[config.mk]
export PLATFORM = sky130hd
export DESIGN_NAME = mult_controller_flat
export DESIGN_NICKNAME = d
export VERILOG_FILES = /design/src/rtl/mult_controller_pkg.sv /design/src/rtl/mult_controller_if.sv /design/src/rtl/mult_controller.sv /design/src/flat_wrapper.sv
export SDC_FILE = /design/constraint.sdc
export NUM_CORES = 1
export LEC_CHECK = 0
export BUFFER_PORTS_ARGS = -buffer_cell sky130_fd_sc_hd__buf_2
export CORE_MARGIN = 5
export CORE_UTILIZATION = 43
export DETAILED_ROUTE_END_ITERATION = 8
export PLACE_DENSITY = 0.77
export SYNTH_ARGS = -nofsm -noshare
export SYNTH_HDL_FRONTEND = slang
export SYNTH_SLANG_ARGS = --single-unit
[constraint.sdc]
create_clock -name clk -period 1.8 [get_ports clk]
set_input_delay 0.09 -clock clk [delete_from_list [all_inputs] [get_ports clk]]
set_output_delay 0.09 -clock clk [all_outputs]
set_load 0.02 [all_outputs]
[src/rtl/mult_controller_pkg.sv]
`default_nettype none
// ============================================================================
// Module   : mult_controller_pkg
// Brief    : Shared state encoding and default operand width for the
//            shift-add multiplier controller, its datapath wrapper and benches.
// Revision : 1.0
// ============================================================================
package mult_controller_pkg;

    localparam int unsigned DEFAULT_WIDTH = 3;

    typedef enum logic [2:0] {
        IDLE  = 3'd0,
        LOAD  = 3'd1,
        TEST  = 3'd2,
        ADD   = 3'd3,
        SHIFT = 3'd4,
        DONE  = 3'd5
    } state_e;

endpackage
`default_nettype wire

[src/rtl/mult_controller_if.sv]
`default_nettype none
// ============================================================================
// Module   : mult_controller_if
// Brief    : Request/result handshake bundle between a client and the
//            multiplier controller.
// Revision : 1.0
// ============================================================================
interface mult_controller_if
    import mult_controller_pkg::*;
#(
    parameter int WIDTH = DEFAULT_WIDTH
) ();

    logic                 start;
    logic                 start_ready;
    logic [WIDTH-1:0]     in_a;
    logic [WIDTH-1:0]     in_b;
    logic [2*WIDTH-1:0]   result;
    logic                 result_valid;
    logic                 result_ready;
    logic                 busy;

    modport master (
        output start, in_a, in_b, result_ready,
        input  start_ready, result, result_valid, busy
    );

    modport slave (
        input  start, in_a, in_b, result_ready,
        output start_ready, result, result_valid, busy
    );

endinterface
`default_nettype wire

[src/rtl/mult_controller.sv]
`default_nettype none
// ============================================================================
// Module   : mult_controller
// Brief    : Moore FSM sequencing a shift-add multiplier datapath, with a
//            start/ready request port and a valid/ready result port.
// Revision : 1.0
// ============================================================================
module mult_controller
    import mult_controller_pkg::*;
#(
    parameter int WIDTH = DEFAULT_WIDTH
) (
    input  wire logic                 clk,
    input  wire logic                 rst_n,
    mult_controller_if.slave          req,
    output logic      [WIDTH-1:0]     inA,
    output logic      [WIDTH-1:0]     inB,
    output logic                      loadRegs,
    output logic                      addRegs,
    output logic                      shiftReg,
    output logic                      decrement,
    input  wire logic                 Zbit,
    input  wire logic                 Mbit,
    input  wire logic [2*WIDTH-1:0]   product
);

    state_e               state_q, state_d;
    logic [WIDTH-1:0]     inA_q, inA_d;
    logic [WIDTH-1:0]     inB_q, inB_d;
    logic [2*WIDTH-1:0]   result_q, result_d;

    always_ff @(posedge clk or negedge rst_n) begin
        if (!rst_n) begin
            state_q  <= IDLE;
            inA_q    <= '0;
            inB_q    <= '0;
            result_q <= '0;
        end else begin
            state_q  <= state_d;
            inA_q    <= inA_d;
            inB_q    <= inB_d;
            result_q <= result_d;
        end
    end

    // Outputs depend only on state_q; inputs steer the next state and captures.
    always_comb begin
        state_d   = state_q;
        inA_d     = inA_q;
        inB_d     = inB_q;
        result_d  = result_q;
        loadRegs  = 1'b0;
        addRegs   = 1'b0;
        shiftReg  = 1'b0;
        decrement = 1'b0;
        case (state_q)
            IDLE: begin
                if (req.start) begin
                    state_d = LOAD;
                    inA_d   = req.in_a;
                    inB_d   = req.in_b;
                end
            end
            LOAD: begin
                loadRegs = 1'b1;
                state_d  = TEST;
            end
            TEST: begin
                if (Zbit) begin
                    state_d  = DONE;
                    result_d = product;
                end else if (Mbit) begin
                    state_d = ADD;
                end else begin
                    state_d = SHIFT;
                end
            end
            ADD: begin
                addRegs = 1'b1;
                state_d = SHIFT;
            end
            SHIFT: begin
                shiftReg  = 1'b1;
                decrement = 1'b1;
                state_d   = TEST;
            end
            DONE: begin
                if (req.result_ready) begin
                    state_d = IDLE;
                end
            end
            default: begin
                state_d = IDLE;
            end
        endcase
    end

    assign req.start_ready  = (state_q == IDLE);
    assign req.busy         = (state_q != IDLE);
    assign req.result_valid = (state_q == DONE);
    assign req.result       = result_q;
    assign inA              = inA_q;
    assign inB              = inB_q;

endmodule
`default_nettype wire
[src/flat_wrapper.sv]
// flat-port wrapper written by rule: the top's interface ports become plain ports
module mult_controller_flat import mult_controller_pkg::*;
#(
    parameter int WIDTH = DEFAULT_WIDTH
)
  (clk, rst_n, inA, inB, loadRegs, addRegs, shiftReg, decrement, Zbit, Mbit, product, req_start, req_in_a, req_in_b, req_result_ready, req_start_ready, req_result, req_result_valid, req_busy);
  mult_controller_if #(.WIDTH(WIDTH)) req_i ();
  input  wire logic clk;
  input  wire logic rst_n;
  output logic      [WIDTH-1:0] inA;
  output logic      [WIDTH-1:0] inB;
  output logic loadRegs;
  output logic addRegs;
  output logic shiftReg;
  output logic decrement;
  input  wire logic Zbit;
  input  wire logic Mbit;
  input  wire logic [2*WIDTH-1:0] product;
  input wire logic [$bits(req_i.start)-1:0] req_start;
  input wire logic [$bits(req_i.in_a)-1:0] req_in_a;
  input wire logic [$bits(req_i.in_b)-1:0] req_in_b;
  input wire logic [$bits(req_i.result_ready)-1:0] req_result_ready;
  output wire logic [$bits(req_i.start_ready)-1:0] req_start_ready;
  output wire logic [$bits(req_i.result)-1:0] req_result;
  output wire logic [$bits(req_i.result_valid)-1:0] req_result_valid;
  output wire logic [$bits(req_i.busy)-1:0] req_busy;
  assign req_i.start = req_start;
  assign req_i.in_a = req_in_a;
  assign req_i.in_b = req_in_b;
  assign req_i.result_ready = req_result_ready;
  assign req_start_ready = req_i.start_ready;
  assign req_result = req_i.result;
  assign req_result_valid = req_i.result_valid;
  assign req_busy = req_i.busy;
  mult_controller #(.WIDTH(WIDTH)) u_core (.clk(clk), .rst_n(rst_n), .req(req_i), .inA(inA), .inB(inB), .loadRegs(loadRegs), .addRegs(addRegs), .shiftReg(shiftReg), .decrement(decrement), .Zbit(Zbit), .Mbit(Mbit), .product(product));
endmodule
* Word-level counts from Yosys, hierarchy flattened
Cells that the tools add are included.
** Storage, ports and cells
- Memory bits (read-only) :: 0
- Register bits :: 15
- Logic and storage cells :: 25
- Memory bits (writable) :: 0
- Latch bits :: 0
- Memories kept :: 0
- Bits of input ports :: 18
** Cells by class
- Shifts and indexed selects :: 0
- Div/mod/pow operators :: 0
- Multiply operators :: 0
- Multiplexer cells :: 8
- Add/sub/neg operators :: 0
- Equal/unequal tests :: 7
- Order comparisons :: 0
- Bitwise operators :: 0
- Reduce and logical (&&, ||, !) cells :: 6
** Operators with widths (count)
- $pmux 3 s5 :: 1
- $mux 3 :: 4
- $eq 3x2->1 const B :: 2
- $eq 3x3->1 const B :: 2
- $reduce_and 2->1 :: 3
- $ne 2x2->1 const B :: 2
- $eq 3x1->1 const B :: 1
- $logic_not 3->1 :: 1
- $mux 1 :: 3
- $reduce_bool 3->1 :: 1
- $reduce_or 2->1 :: 1

* Logic depth before layout (Yosys ltp)
Gate-level depths: netlist (run 1).
- Depth after elaboration :: 3
- Gate-level depth with buffers :: 3

* Worst setup path before layout (run 1)
OpenSTA, ideal clock, no wires.
- Path kind :: reg-to-output
- Start :: reg u_core.state_q[2]
- End :: out shiftReg
- Data required time :: 1.710 ns
- Stages on the path, launching flop included :: 4
- Arrival time :: 1.497 ns
- Path slack :: 0.213 ns
- Path buffers :: 2
- Cell sequence :: dfrtp_1 > clkbuf_1 > nor3b_1 > buf_4
** On the way
- Longest elaborated chain between the ends :: 2
** Ends and longest elaborated chain
- from (decl) :: RTL line mult_controller.sv:27 : state_e state_q, state_d;
- from (signal assigned) :: RTL line mult_controller.sv:39 : state_q <= state_d;
- $eq 3x3->1
- $mux 1
- to (decl) :: RTL line flat_wrapper.sv:14 : output logic shiftReg;
No other way between the ends.

* Worst setup path after layout (run 1)
- Start :: reg u_core.state_q[1]
- End :: reg u_core.inB_q[1], in the netlist u_core.inB[1]
** On the way
- Longest elaborated chain between the ends :: 2
** Ends and longest elaborated chain
- $logic_not 3->1 :: RTL line mult_controller.sv:56 : case (state_q)
- $reduce_and 2->1 (no source line)
- to (signal assigned) :: RTL line mult_controller.sv:41 : inB_q <= inB_d;
- to (decl) :: RTL line mult_controller.sv:29 : logic [WIDTH-1:0] inB_q, inB_d;
No other way between the ends.
A chain may end at the register's enable or synchronous reset.

==> PnR_summary.wiki, run 1 <==
{| class="wikitable"
! Metric !! Value
|-
| Run status || completed
|-
| Root Buffer Master || clkbuf_4
|-
| Sequential power share || between 30 and 40%
|-
| Clock tree sinks || 15
|-
| Dpl ws || 0.248 ns
|-
| Cell variety after synth || 22
|-
| Initial DRC Count || 1
|-
| Hold-fix buffers at CTS || 1
|-
| Internal portion of total power || 0.976 mW
|-
| Number of H-tree levels || 1
|-
| Fraction of the yosys area taken by sequential cells || between 50% and 60%
|-
| Residual overflow from global routing || 0
|-
| Pins over their slew limit || 0
|-
| Fraction of met1 tracks used by global routing || 11.7%
|-
| Setup Skew || slightly below 0.0007 ns
|-
| P_sw || 0.720 mW
|-
| Detailed-route wire length || ~1400 um
|-
| Final Hold Fails || 0
|-
| Slew Limit Headroom || roughly 70%
|-
| Maximum number of pins on one net before global-route repair || 16
|-
| Growth of design area from synthesis to finish || 28.8%
|-
| Setup TNS after final layout || 0 ns
|-
| Share of total power in the clock network || about a tenth
|-
| Combinational cell fraction of total power || about half
|-
| Overall Global Routing Usage || approximately an eighth
|-
| Non-filler instance count after layout || roughly 110
|-
| Number of synthesis warnings || 0
|-
| Initial antenna violation count || 0
|-
| CTS Buf Count || 3
|-
| Chain of cells forming the critical path || nor4b_4, mux2_2
|-
| Power per unit of standard cell area || between 1500 and 2000 mW/mm2
|-
| Die height || just over 50 um
|-
| Worst path buffer plus inverter count || 0
|-
| Endpoint arrival time on the critical path || between 1.5 and 2 ns
|-
| Post-Synthesis Cells || 53
|-
| Drt wl/cell || 13.7 um
|-
| Die area || between 0.002 and 0.003 mm2
|-
| Number of ports placed on the die boundary || 37
|-
| Final number of setup-violating endpoints || 0
|-
| CP Capture Type || register
|-
| Transition time at the pin with the least slew margin || 0.447 ns
|-
| Fraction of met3 tracks used by global routing || 5.33%
|-
| CP max FO || 13
|-
| Placed insts || 100
|-
| TritonCTS clock tree || yes
|-
| Yosys top cell area share || a little over half
|-
| Number of setup buffers added after CTS || 0
|-
| Netlist Area Pre-Place || 708 um2
|-
| Ratio of cells with drive above 1 in the final layout || roughly three fifths
|-
| Post-cts sizing count || 0
|-
| CTS clk-pin slew, worst paths || ~0.080 ns
|-
| Leakage || 0.453 nW
|-
| Category of the most critical setup path || register to register
|-
| DRT Pass-1 Iters || 2
|-
| Largest cells by area after synthesis || dfrtp_1 53%, mux2_2 19%, and4bb_2 3.5%, nor4b_4 3.4%, nor3b_1 2.1%
|-
| Post-layout min period || about 1.6 ns
|-
| Worst Setup Start Kind || register
|-
| Period Utilization, post-route || a little under nine tenths
|-
| Placer congestion estimate || 0.690
|-
| Nets in the synthesized netlist || about 70
|-
| Cell with the largest stage delay on the worst path || dfrtp_1
|-
| Number of register bits inferred by synthesis || 15
|-
| Achievable clock frequency || around 0.64 GHz
|-
| Number of nets at the end of the flow || approximately 110
|-
| Sw frac || between 40% and 50%
|-
| Hold Crit Class || input port to register
|-
| Via count of the first global-routing pass || ~570
|-
| Setup repair after global routing missed its margin || false
|-
| Buffer depth of the longest clock path || 2
|-
| Crit path largest cell delay || between 0.5 and 0.6 ns
|-
| Wire length of the first global-routing pass || around 2300 um
|-
| # diodes || 0
|-
| Die X || just over 50 um
|-
| Total design power || around 1.7 mW
|-
| Critical Path RT || between 1.5 and 2 ns
|-
| Minimum hold slack || ~0.048 ns
|-
| Residual antenna-violating net count after detailed routing || 0
|-
| Largest area contributor in the netlist || dfrtp_1
|-
| Global route hottest layer || met2
|-
| Crit path max-delay family || flip-flops
|-
| Vias after detailed routing || between 500 and 600
|-
| Met2 track utilization from global routing || just over 20%
|-
| Routed vias/inst || between 5 and 6
|-
| Worst-Skew Late Latency || 0.27 ns
|-
| Core area || roughly 0.0015 mm2
|-
| Worst voltage drop across the vdd grid || between 1000 and 1500 uV
|-
| Effective utilization at floorplan || 45.9%
|-
| Buffers added on ports || 36
|-
| Filler cell count in the final layout || between 100 and 150
|-
| Number of placement rows || 14
|-
| Crit path setup slack, layout || 0.249 ns
|-
| Hpwl dp || roughly 1200 um
|-
| Post-detailed-route DRC marker count || 0
|-
| Max cap viols || 0
|-
| Avg Synthesized Cell Area || between 10 and 15 um2
|}
-- logic make-up (layout without fill, tap and decap cells) --
kind of cell	after synthesis	after routing	synth area share, %
DFF	15	15	53.0
and+or+nand+nor	14	14	17.5
muxes	12	12	19.1
buffers and inverters	8	44	6.18
AOI/OAI and AO/OA	4	4	4.24
-- per-stage QoR --
step / util (%) / area [um2]
floorplan: - / 708
global placement: 56.8 / 876
detailed placement: 56.8 / 876
CTS: 59.2 / 912
global route: 59.2 / 912
finish: 59.2 / 912
-- cell usage after synthesis (all sizes together) --
cell,n
nor3,2
nor3b,2
nand2b,1
nand3b,1
and2,1
nor2b,2
mux2,12
nor4b,1
o31a,1
o21ai,1
inv,3
nand4bb,1
clkbuf,1
o211ai,1
buf,4
dfrtp,15
and4bb,2
o41ai,1
nor2,1
-- final timing paths --
kind	from	to	slack, ns	depth (start not counted)
worst max-delay path	u_core.state_q[1]	u_core.inB[1]	0.25	2
worst min-delay path	req_in_a[0]	u_core.inA[0]	0.05	2
worst max register to register	u_core.state_q[1]	u_core.inB[1]	0.25	2
worst min register to register	u_core.inA[0]	u_core.inA[0]	0.50	1
max in group asynchronous	rst_n	u_core.inB[2]	1.33	2
min in group asynchronous	rst_n	u_core.req.result[1]	0.24	2
-- power groups by stage --
| stage | clock network, mW | logic (mW) | registers [mW] |
|---|---|---|---|
| CTS | 0.186 | 0.859 | 0.673 |
| finish | 0.175 | 0.845 | 0.676 |
| global route | 0.211 | 0.900 | 0.697 |
| floorplan | 0 | 0.505 | 0.779 |
| global placement | 0 | 0.836 | 0.661 |
| detailed placement | 0 | 0.856 | 0.680 |
-- area by class of cell --
class	count	area [um2]	area share [%]
well taps	16	20.0	2.19
multi-input cells	30	289	31.7
flip-flops and latches	15	375	41.2
repair buffers	37	190	20.9
inverters	3	11.3	1.23
clock buffers	4	26.3	2.88
-- sequential cells by signal, indices dropped and copies added, names as in the netlist --
register / count
u_core.inA: 3
u_core.inB: 3
u_core.req.result: 6
u_core.state_q: 3
-- placed cells by master (no fill, tap or decap), types with 2 or more instances in the layout --
cell type,Yosys,final
mux2_2,12,12
clkbuf_4,0,3
dfrtp_1,15,15
and4bb_2,2,2
buf_2,2,36
nor3b_1,2,2
inv_1,3,3
nor3_1,2,2
-- layer usage --
layer  wire, um  share of wire (%)
met1        577                 40
met2        689                 48
met3        165                 11
met4          8               0.56
met5          0                  0
Note: power is estimated with default switching activity, not from simulation.
==> inputs of run 2 (changes only) <==
--- a/config.mk
+++ b/config.mk
@@ -10,6 +10,7 @@
 export CORE_UTILIZATION = 43
 export DETAILED_ROUTE_END_ITERATION = 8
 export PLACE_DENSITY = 0.77
+export RECOVER_POWER = 100
 export SYNTH_ARGS = -nofsm -noshare
 export SYNTH_HDL_FRONTEND = slang
 export SYNTH_SLANG_ARGS = --single-unit
==> PnR_summary.wiki, run 2 (synthesis gave the netlist of run 1 again) <==
{| class="wikitable"
! Metric !! Value
|-
| CTS clk-pin slew, worst paths || 0.08 ns (about the same)
|-
| Post-layout min period || 1.54 ns (-0.00880 ns)
|-
| Die area || 0.00256 mm2 (unchanged)
|-
| Final number of setup-violating endpoints || 0 (unchanged)
|-
| Wire length of the first global-routing pass || 2350 um (unchanged)
|-
| Dpl ws || 0.248 ns (unchanged)
|-
| Detailed-route wire length || 1450 um (+0.49%)
|-
| Most common cell after layout, fill and taps aside || clkbuf_1
|-
| Number of nets at the end of the flow || 108 (unchanged)
|-
| Effective utilization at floorplan || 45.9% (unchanged)
|-
| Initial antenna violation count || 0 (unchanged)
|-
| Number of ports placed on the die boundary || 37 (unchanged)
|-
| Period Utilization, post-route || 85.7% (-0.49 points)
|-
| Pins over their slew limit || 0 (unchanged)
|-
| Number of setup buffers added after CTS || 0 (unchanged)
|-
| CP max FO || 13 (unchanged)
|-
| Final non-filler cell area || 886 um2 (-2.9%)
|-
| Hold Crit Class || input port to register
|-
| Setup Skew || 0.00346 ns (+0.00278 ns)
|-
| Core area || 0.00154 mm2 (unchanged)
|-
| Area of combinational cells with multiple inputs || 287 um2 (-0.87%)
|-
| Crit path largest cell delay || 0.53 ns (about the same)
|-
| CP Capture Type || register
|-
| Total design power || 1.64 mW (-3.1%)
|-
| Placer congestion estimate || 0.690 (unchanged)
|-
| DRT Pass-1 Iters || 1 (-1)
|-
| Slew Limit Headroom || 50.4% (-20 points)
|-
| Endpoint arrival time on the critical path || 1.70 ns (about the same)
|-
| Number of H-tree levels || 1 (unchanged)
|-
| Root Buffer Master || clkbuf_4
|-
| Vias after detailed routing || 533 (-0.19%)
|-
| Worst Setup Start Kind || register
|-
| Initial DRC Count || 0 (-1)
|-
| Worst voltage drop across the vdd grid || 1040 uV (-0.99%)
|-
| Transition time at the pin with the least slew margin || 0.744 ns (+0.297 ns)
|-
| Area of all sequential standard cells || 375 um2 (unchanged)
|-
| Leakage || 0.396 nW (-13%)
|-
| Die X || 50.6 um (unchanged)
|-
| Post-cts sizing count || 0 (unchanged)
|-
| Max cap viols || 0 (unchanged)
|-
| Number of placement rows || 14 (unchanged)
|-
| Residual antenna-violating net count after detailed routing || 0 (unchanged)
|-
| Residual overflow from global routing || 0 (unchanged)
|-
| Category of the most critical setup path || register to register
|-
| Non-filler instance count after layout || 105 (unchanged)
|-
| Setup TNS after final layout || 0 ns (unchanged)
|-
| Chain of cells forming the critical path || nor4b_4, mux2_2
|-
| Placed insts || 100 (unchanged)
|-
| # diodes || 0 (unchanged)
|-
| Via count of the first global-routing pass || 574 (unchanged)
|-
| Run status || completed
|-
| Achievable clock frequency || 0.648 GHz (+0.57%)
|-
| Overall Global Routing Usage || 11.9% (unchanged)
|-
| Power per unit of standard cell area || 1860 mW/mm2 (-0.23%)
|-
| Worst path buffer plus inverter count || 0 (unchanged)
|-
| Crit path setup slack, layout || 0.258 ns (+0.00879 ns)
|-
| Growth of design area from synthesis to finish || 25.1%
|-
| Buffers added on ports || 36 (unchanged)
|-
| Most frequent cells in the layout || 20 x clkbuf_1, 17 x buf_2, 15 x dfrtp_1, 12 x mux2_2
|-
| Post-detailed-route DRC marker count || 0 (unchanged)
|-
| Clock tree sinks || 15 (unchanged)
|-
| CTS Buf Count || 3 (unchanged)
|-
| Routed vias/inst || 5.08 (-0.19%)
|-
| Worst-Skew Late Latency || 0.27 ns (about the same)
|-
| Drt wl/cell || 13.8 um (+0.49%)
|-
| Hpwl dp || 1170 um (unchanged)
|-
| Filler cell count in the final layout || 148 (+12%)
|-
| Crit path max-delay family || flip-flops
|-
| Ratio of cells with drive above 1 in the final layout || 38.2% (-24 points)
|-
| Setup repair after global routing missed its margin || false
|-
| TritonCTS clock tree || yes
|-
| Flip-flop count of the largest register, all copies and words added || 6 (unchanged)
|-
| Buffer depth of the longest clock path || 2 (unchanged)
|-
| Placement-stage cell area || 876 um2 (unchanged)
|-
| Cell with the largest stage delay on the worst path || dfrtp_1
|-
| Maximum number of pins on one net before global-route repair || 16 (unchanged)
|-
| Critical Path RT || 1.96 ns (about the same)
|-
| Die height || 50.6 um (unchanged)
|-
| Final Hold Fails || 0 (unchanged)
|}
==> run 2: per-stage QoR <==
step | utilization (%) | hold slack [ns]
floorplan | - | -0.206
global route | 57.5 | 0.0310
finish | 57.5 | 0.0453
global placement | 56.8 | 0.00370
CTS | 59.2 | 0.0373
detailed placement | 56.8 | 0.00172
==> run 2: final cells by class <==
type | instances | share of cell area (%)
clock buffers | 4 | 2.97
multi-input cells | 30 | 32.3
flip-flops and latches | 15 | 42.4
repair buffers | 37 | 18.8
inverters | 3 | 1.27
well taps | 16 | 2.26
==> run 2: what timing repair did <==
item,in CTS,in global routing
hold buffers,1,0
hold endpoints to repair,15,0
setup endpoints to repair,0,0
==> run 2: report_power, final <==
part | switching (mW) | leakage [nW] | internal, mW | total, mW
combinational | 0.464 | 0.201 | 0.324 | 0.789
clock | 0.0920 | 0.0150 | 0.0858 | 0.178
sequential | 0.170 | 0.180 | 0.507 | 0.677
==> run 2: routing by layer <==
metal	track usage, %	vias up	share of wire, %	routed length, um
met2	20.7	23	48	688
met1	11.7	250	40	579
li1	-	258	-	-
met5	0	-	0	0
met3	5.33	2	12	171
met4	6.38	0	0.55	8
==> run 2: final timing paths <==
kind | slack, ns | startpoint | cells past startpoint | to
min | 0.05 | product[5] | 2 | u_core.req.result[5]
max reg2reg | 0.26 | u_core.state_q[1] | 2 | u_core.inB[1]
max | 0.26 | u_core.state_q[1] | 2 | u_core.inB[1]
min in group asynchronous | 0.39 | rst_n | 2 | u_core.state_q[2]
min reg2reg | 0.51 | u_core.inA[0] | 1 | u_core.inA[0]
max in group asynchronous | 0.94 | rst_n | 2 | u_core.inB[2]
